### src/rtl/alu_share_arbiter.sv
// Round-robin arbiter sharing one combinational ALU between two requesters.
// Each operation runs IDLE (accept) -> EXEC (ALU settles) -> RESP (held until consumed).
module alu_share_arbiter #(
  parameter int WIDTH = 6,
  parameter int OPW   = 2
) (
  input  logic             clk,
  input  logic             rst,
  input  logic [1:0]       req_valid,
  input  logic [WIDTH-1:0] req_a0,
  input  logic [WIDTH-1:0] req_b0,
  input  logic [OPW-1:0]   req_op0,
  input  logic [WIDTH-1:0] req_a1,
  input  logic [WIDTH-1:0] req_b1,
  input  logic [OPW-1:0]   req_op1,
  output logic [1:0]       req_ready,
  output logic [1:0]       rsp_valid,
  input  logic [1:0]       rsp_ready,
  output logic [WIDTH-1:0] rsp_data,
  output logic [WIDTH-1:0] alu_a,
  output logic [WIDTH-1:0] alu_b,
  output logic [OPW-1:0]   alu_op,
  input  logic [WIDTH-1:0] alu_out,
  output logic             busy
);

  localparam logic [1:0] IDLE = 2'd0;
  localparam logic [1:0] EXEC = 2'd1;
  localparam logic [1:0] RESP = 2'd2;

  logic [1:0] state;
  logic       ptr;
  logic       grant_id;
  logic       win;
  logic       accept;

  // The pointer only breaks ties; a lone requester always wins.
  always_comb begin
    win = 1'b0;
    if (req_valid == 2'b10)
      win = 1'b1;
    else if (req_valid == 2'b11)
      win = ptr;
  end

  // Gated by rst so no handshake is advertised while reset is being applied.
  assign accept    = (state == IDLE) && (|req_valid) && !rst;
  assign req_ready = accept ? (win ? 2'b10 : 2'b01) : '0;
  assign rsp_valid = (state == RESP) ? (grant_id ? 2'b10 : 2'b01) : '0;
  assign busy      = (state != IDLE);

  always_ff @(posedge clk) begin
    if (rst) begin
      state    <= IDLE;
      ptr      <= 1'b0;
      grant_id <= 1'b0;
      alu_a    <= '0;
      alu_b    <= '0;
      alu_op   <= '0;
      rsp_data <= '0;
    end else begin
      case (state)
        IDLE: begin
          if (|req_valid) begin
            alu_a    <= win ? req_a1  : req_a0;
            alu_b    <= win ? req_b1  : req_b0;
            alu_op   <= win ? req_op1 : req_op0;
            grant_id <= win;
            state    <= EXEC;
          end
        end
        EXEC: begin
          rsp_data <= alu_out;
          state    <= RESP;
        end
        RESP: begin
          if (rsp_ready[grant_id]) begin
            ptr   <= ~grant_id;
            state <= IDLE;
          end
        end
        default: state <= IDLE;
      endcase
    end
  end

endmodule
### config.mk
export PLATFORM = sky130hd
export DESIGN_NAME = alu_share_arbiter
export DESIGN_NICKNAME = d
export VERILOG_FILES = /design/src/rtl/alu_share_arbiter.sv
export SDC_FILE = /design/constraint.sdc
export NUM_CORES = 1
export LEC_CHECK = 0
export CAP_MARGIN = 15
export CORE_MARGIN = 2
export CORE_UTILIZATION = 38
export DETAILED_ROUTE_END_ITERATION = 10
export HOLD_SLACK_MARGIN = 0.1
export PLACE_DENSITY = 0.83
export RECOVER_POWER = 50
export SYNTH_ARGS = -nofsm -noshare
export SYNTH_HDL_FRONTEND = slang
export SYNTH_SLANG_ARGS = --single-unit
export TNS_END_PERCENT = 30
### constraint.sdc
create_clock -name clk -period 2.6 [get_ports clk]
set_input_delay 0.52 -clock clk [delete_from_list [all_inputs] [get_ports clk]]
set_output_delay 0.52 -clock clk [all_outputs]
set_load 0.01 [all_outputs]
==> flow_summary_export.csv <==
group,metric,value,unit
cells_and_area,antenna_cells,0,
cts,cts.sinks,24,
setup_path,worstPathArrival,1.98,ns
setup_path,worstSetupStartpointType,"input pin",
cts,clock_path_buffers,2,
yosys,synthXorXnorAreaFrac,0,%
setup_path,endpoint,"req_ready[1]",
yosys,synthesis.instances,107,
cts,cts_tree,"done",
sta,finalSetupTns,0,ns
run_status,status,"finished, final reports clean",
sta,clock-skew-final,0.001767,ns
floorplan,top_level_ports,65,
pwr,p_leak,0.7928,nW
grt,antenna_found_initial,0,
sta,post-route-period-util,96.03,%
pwr,ir_drop,0.3395,mV
hold_path,hp-class,"reg -> reg",
yosys,yosysWarnings,0,
yosys,synth-seq-area-share,47.35,%
sta,setup_slack,0.1032,ns
yosys,ys.flop_type,"dfxtp_1",
floorplan,core_area,2500,sq um
cells_and_area,final_area,1703,sq um
setup_path,critPathMaxFanout,3,
job,drv_cap,0,
sta,hold_violations,0,
cells_and_area,final_common_cell,"clkdlybuf4s50_1",
yosys,synthSimpleGateAreaFrac,18.25,%
setup_path,reg2reg_slack,1.16,ns
pwr,powerDensity,490.5,nW/um^2
yosys,synth.area.mux_share,10.85,%
placed_design,dpl_worst_slack,0.03910,ns
placed_design,hpwl,2285,um
setup_path,path_class,"in -> out",
yosys,synth_edf_count,0,
grt,grt_pass1_vias,1017,
sta,slew_headroom,52.20,%
drt,vias_per_cell,4.917,
sta,drv_slew,0,
setup_path,r2r_end,"alu_a[2]$_SDFFE_PP0P_",
setup_path,crit_start,"req_valid[1]",
floorplan,die_w,55.68,um
grt,grt.overflow.total,0,
yosys,syn_area_per_cell,9.483,sq um
grt,grt_pass1_wl,4519,um
sta,worst_pin_slew,0.7170,ns
sta,fmax,400.5,MHz
yosys,syn-num-nets,147,
grt,grt_usage,18.67,%
hold_path,min_path_cells,2,
cts,cts_inserted_buffers,3,
setup_path,timing.rr.start,"state[1]$_SDFFE_PP0P_",
yosys,synth-async-reset-ratio,0,%
drt,num_vias,1003,
grt,grt_max_degree,16,
cells_and_area,drive_gt1_share,9.770,%
drt,drc,0,
yosys,ys_seq_elements,24,
drt,routedWlPerCell,13.82,um
setup_path,cp_slowest_stage_delay,0.60,ns
floorplan,initial_core_util,40.59,%
yosys,synth_compound_area_share,17.51,%
floorplan,die_area,3100,sq um
cts,htree_num_levels,1,
cells_and_area,fin_nets,216,
setup_path,reg2reg_depth,4,
floorplan,die_h,55.68,um
cells_and_area,instances_no_fill,204,
setup_path,critPathRequiredTime,2.08,ns
yosys,synth_cell_types,23,
drt,drt-total-wl,2820,um
sta,rsz0062_at_grt,"false",
placed_design,place_area,1680,sq um
drt,drt_iter0_markers,40,
drt,firstDrtPassIters,4,
floorplan,rows,18,
placed_design,placed_cells,201,
cts,cts_hold_buf,0,
cells_and_area,mostFrequentLayoutCells,"clkdlybuf4s50_1, nand2_1, dfxtp_1, dlygate4sd3_1, mux2i_1",
placed_design,gp_congestion,0.7755,
cts,clock_latency,0.31,ns
cells_and_area,area_growth,67.82,%
drt,ant_nets,0,
yosys,synth_fa_ha_area_share,0,%
setup_path,crit_chain,"dlygate4sd3_1 -> buf_4 -> o211a_1 -> clkdlybuf4s50_1",
cts,clk_pin_slew,0.12,ns
placed_design,port-buffer-count,64,
setup_path,end_kind,"primary output",
setup_path,critPathSlowestCell,"dlygate4sd3_1",
sta,finalCriticalPeriod,2.497,ns
cts,cts-root-buf,"clkbuf_4",
sta,setup-violations-final,0,
yosys,synth_area,1015,sq um
yosys,synth_top_family_by_area,"simple AND/OR/NAND/NOR gates",
==> metrics by stage <==
step	power [mW]	util (%)	hold slack, ns
after global routing	0.8778	68.12	0.4830
final	0.8353	68.12	0.4538
after CTS	0.8541	68.12	0.4607
after floorplan	0.5461	-	0.4727
after global placement	0.6853	67.22	0.4342
after detailed placement	0.6951	67.22	0.4432
==> worst min-delay path by stage <==
stage / end / start / slack, ns
3_5_place_dp: alu_b[5]$_SDFFE_PP0P_ / alu_b[5]$_SDFFE_PP0P_ / 0.44
4_1_cts: alu_b[5]$_SDFFE_PP0P_ / alu_b[5]$_SDFFE_PP0P_ / 0.46
3_3_place_gp: alu_a[5]$_SDFFE_PP0P_ / alu_a[5]$_SDFFE_PP0P_ / 0.43
2_1_floorplan: alu_a[5]$_SDFFE_PP0P_ / alu_a[5]$_SDFFE_PP0P_ / 0.47
5_1_grt: alu_b[5]$_SDFFE_PP0P_ / alu_b[5]$_SDFFE_PP0P_ / 0.48
6_report: alu_b[5]$_SDFFE_PP0P_ / alu_b[5]$_SDFFE_PP0P_ / 0.45
==> cells by family (layout without fill, tap and decap cells) <==
| kind of cell | count (synthesis) | after routing |
|---|---|---|
| muxes | 11 | 11 |
| buffers and inverters | 8 | 75 |
| and+or+nand+nor | 42 | 42 |
| AOI/OAI and AO/OA | 22 | 22 |
| DFF | 24 | 24 |
==> repair_timing <==
item	in CTS	in global routing
gates resized for setup	0	2
setup buffers	0	0
endpoints found under the hold margin	0	0
endpoints found under the setup margin	0	2
==> metal layers <==
metal	up-vias	track usage, %	share of wire (%)	routed length (um)
met4	0	13.24	3.4	95
met1	457	20.40	38	1069
met3	9	2.558	4.7	133
met5	-	0	0	0
met2	38	32.82	54	1522
li1	499	-	-	-
==> state kept, by name, summed over array words and instances (netlist names) <==
name	cells
alu_op	2
grant_id	1
state	2
ptr	1
alu_a	6
alu_b	6
rsp_data	6
==> synthesized netlist by cell type, types with 2 or more instances <==
master / number / share of area, %
a21oi_1: 3 / 1.5
a22oi_1: 10 / 7.4
buf_6: 4 / 4.4
dfxtp_1: 24 / 47
inv_2: 2 / 0.74
mux2i_1: 11 / 11
nand2_1: 28 / 10
nor2_1: 6 / 2.2
o21ai_1: 5 / 2.5
==> worst max-delay path, delay by kind of cell <==
family | cells | cell delay, ns
buf+inv | 3 | 1.30
compound gates | 1 | 0.16
==> power breakdown <==
part / internal [mW] / switching (mW)
Sequential: 0.405 / 0.0251
Clock: 0.0542 / 0.106
Combinational: 0.147 / 0.0983
Total: 0.606 / 0.229
==> cell type report <==
class | count | area, sq um
Tap cell | 30 | 37.54
Inverter | 3 | 11.26
Sequential cell | 24 | 480.5
Fill cell | 202 | 797.0
Clock buffer | 3 | 22.52
Multi-Input combinational cell | 75 | 470.5
Timing Repair Buffer | 69 | 680.7
Note: power is estimated with default switching activity, not from simulation.
==> RTL change (config.mk and constraints unchanged) <==
Make the reset (`rst`) asynchronous in one clocked block.
--- a/src/rtl/alu_share_arbiter.sv
+++ b/src/rtl/alu_share_arbiter.sv
@@ -50,5 +50,5 @@
   assign busy      = (state != IDLE);
 
-  always_ff @(posedge clk) begin
+  always_ff @(posedge clk or posedge rst) begin
     if (rst) begin
       state    <= IDLE;
Behaviour: differs if rst is asserted again (counterexample within 4 cycles, from zero or initial values and one cycle with rst high); with rst held inactive, the same outputs for 10 cycles.
==> RTL change against the original RTL <==
Maximum frequency up 4.6%. Synthesized area grew 27%. Power up 140%. Routed wire length up 22%. Sequential cell count unchanged. Setup slack improved by 0.11 ns. Die area increased by 24%. Final area grew 18%. Critical endpoint is now req_ready[0]. Largest power group is now combinational logic.
==> RTL change: results (changes against the original RTL) <==
metric	value	unit	change
status	finished, final reports clean		unchanged
p_clk_frac	0.094		was 0.192
largestRegisters	alu_a (6), alu_b (6), rsp_data (6)		unchanged
first_pass_iters	4		unchanged
dp_slack	-0.0599	ns	was 0.0391 ns
crit_arrival	1.87	ns	was 1.98 ns
syn_inst	121		was 107
antenna_left	0		unchanged
hp-class	register to register		unchanged
post-dp-hpwl	2700	microns	was 2280 microns
irDropWorstVdd	0.559	mV	was 0.339 mV
syn_nets	161		was 147
power_switching	0.754	mW	was 0.229 mW
synth.yosys.warnings	0		unchanged
period_minus_slack	2.39	ns	was 2.50 ns
port_buffers	64		unchanged
cts_max_level	1		unchanged
cts-root-buf	clkbuf_4		unchanged
ys_seq_area_frac	0.468		was 0.473
skew	0.00312	ns	was 0.00177 ns
cp_max_fo	3		unchanged
max_stage_delay	0.49	ns	was 0.60 ns
crit_slowest_cell	clkdlybuf4s50_1		was dlygate4sd3_1
instances_no_fill	234		was 204
clockBufferDepth	2		unchanged
r2r_slack	1.30	ns	was 1.16 ns
routedWlPerCell	14.7	microns	was 13.8 microns
leakage	0.797	nW	was 0.793 nW
clk_latency	0.30	ns	
vias	1196		was 1,003
cpLargestDelayFamily	buffers and inverters		unchanged
async_reset_ff_frac	1.00		was 0
antennaDiodeCount	0		unchanged
drt-initial-drc-count	21		was 40
ys_types	25		was 23
stdcell_area	2010	sq um	was 1700 sq um
gp_congestion	0.726		was 0.776
cts_buffers	3		unchanged
path_clk_slew	0.12	ns	about the same
grt_start_max_net_pins	17		was 16
grtUsageTotal	0.183		was 0.187
worst_slew_pin_slew	0.883	ns	was 0.717 ns
grt_pass1_wl	5710	microns	was 4520 microns
synth.largest_area_cell	dfrtp_1		was dfxtp_1
synth_common_cells	24 x dfrtp_1, 16 x o21ai_0, 14 x nand3_1		was 28 x nand2_1, 24 x dfxtp_1, 11 x mux2i_1
synthTopCellsByArea	dfrtp_1 47%, a31oi_2 8.8%, o21ai_0 6.2%, a21oi_2 6.1%, nand3_1 5.5%		was dfxtp_1 47%, mux2i_1 11%, nand2_1 10%, a22oi_1 7.4%, buf_6 4.4%
nFillCells	286		was 202
fin_worst_hold_slack	0.507	ns	was 0.454 ns
hold_violations	0		unchanged
drive_gt1_frac	0.181		was 0.0977
antenna_found_initial	0		unchanged
-- RTL change: worst register-to-register path, cell delays in order (launching register included) --
cell and delay [ns]:
dfrtp_1 0.47, nor2_4 0.20, buf_4 0.28, a21oi_1 0.12
a31oi_1 0.17
-- RTL change: path summary, 6_finish.rpt --
check	startpoint	end	cells past startpoint
min in group asynchronous	rst	alu_b[2]	2
max in group asynchronous	rst	rsp_data[2]	3
setup / recovery	req_valid[1]	req_ready[0]	5
hold / removal	rsp_data[5]	rsp_data[5]	1
setup reg to reg	state[1]	alu_a[2]	4
hold reg to reg	rsp_data[5]	rsp_data[5]	1
-- RTL change: final cells by class --
class	instances	share of cell area
timing repair buffer	74	0.354
sequential	24	0.298
multi-input combinational	80	0.289
tap	46	0.0286
clock buffer	4	0.0180
inverter	6	0.0124
-- RTL change: power groups by stage --
stage | Clock, mW | Combinational [mW] | Sequential, mW
3_5_place_dp | 0 | 1.13 | 0.714
3_3_place_gp | 0 | 1.10 | 0.699
5_1_grt | 0.209 | 1.21 | 0.724
6_report | 0.189 | 1.12 | 0.700
2_1_floorplan | 0 | 0.533 | 0.765
4_1_cts | 0.198 | 1.14 | 0.704
-- RTL change: per-layer routing --
metal | global-route usage | up-vias | share of wire
met2 | 0.355 | 37 | 0.56
met1 | 0.209 | 581 | 0.39
met5 | 0 | - | 0
met3 | 0.0272 | 2 | 0.046
met4 | 0.0444 | 0 | 0.0079
li1 | - | 576 | -
-- RTL change: logic make-up after synthesis --
logic type             Yosys count  share of synthesized area
AO/OA/AOI/OAI                   49                      0.282
buffers and inverters           17                     0.0789
flip-flops                      24                      0.468
multiplexers                     6                     0.0526
AND/OR/NAND/NOR                 25                      0.119
-- RTL change: repair_timing --
action | CTS | global route
endpoints found under the setup margin | 2 | 2
gates resized for setup | 1 | 2
setup buffers | 0 | 0
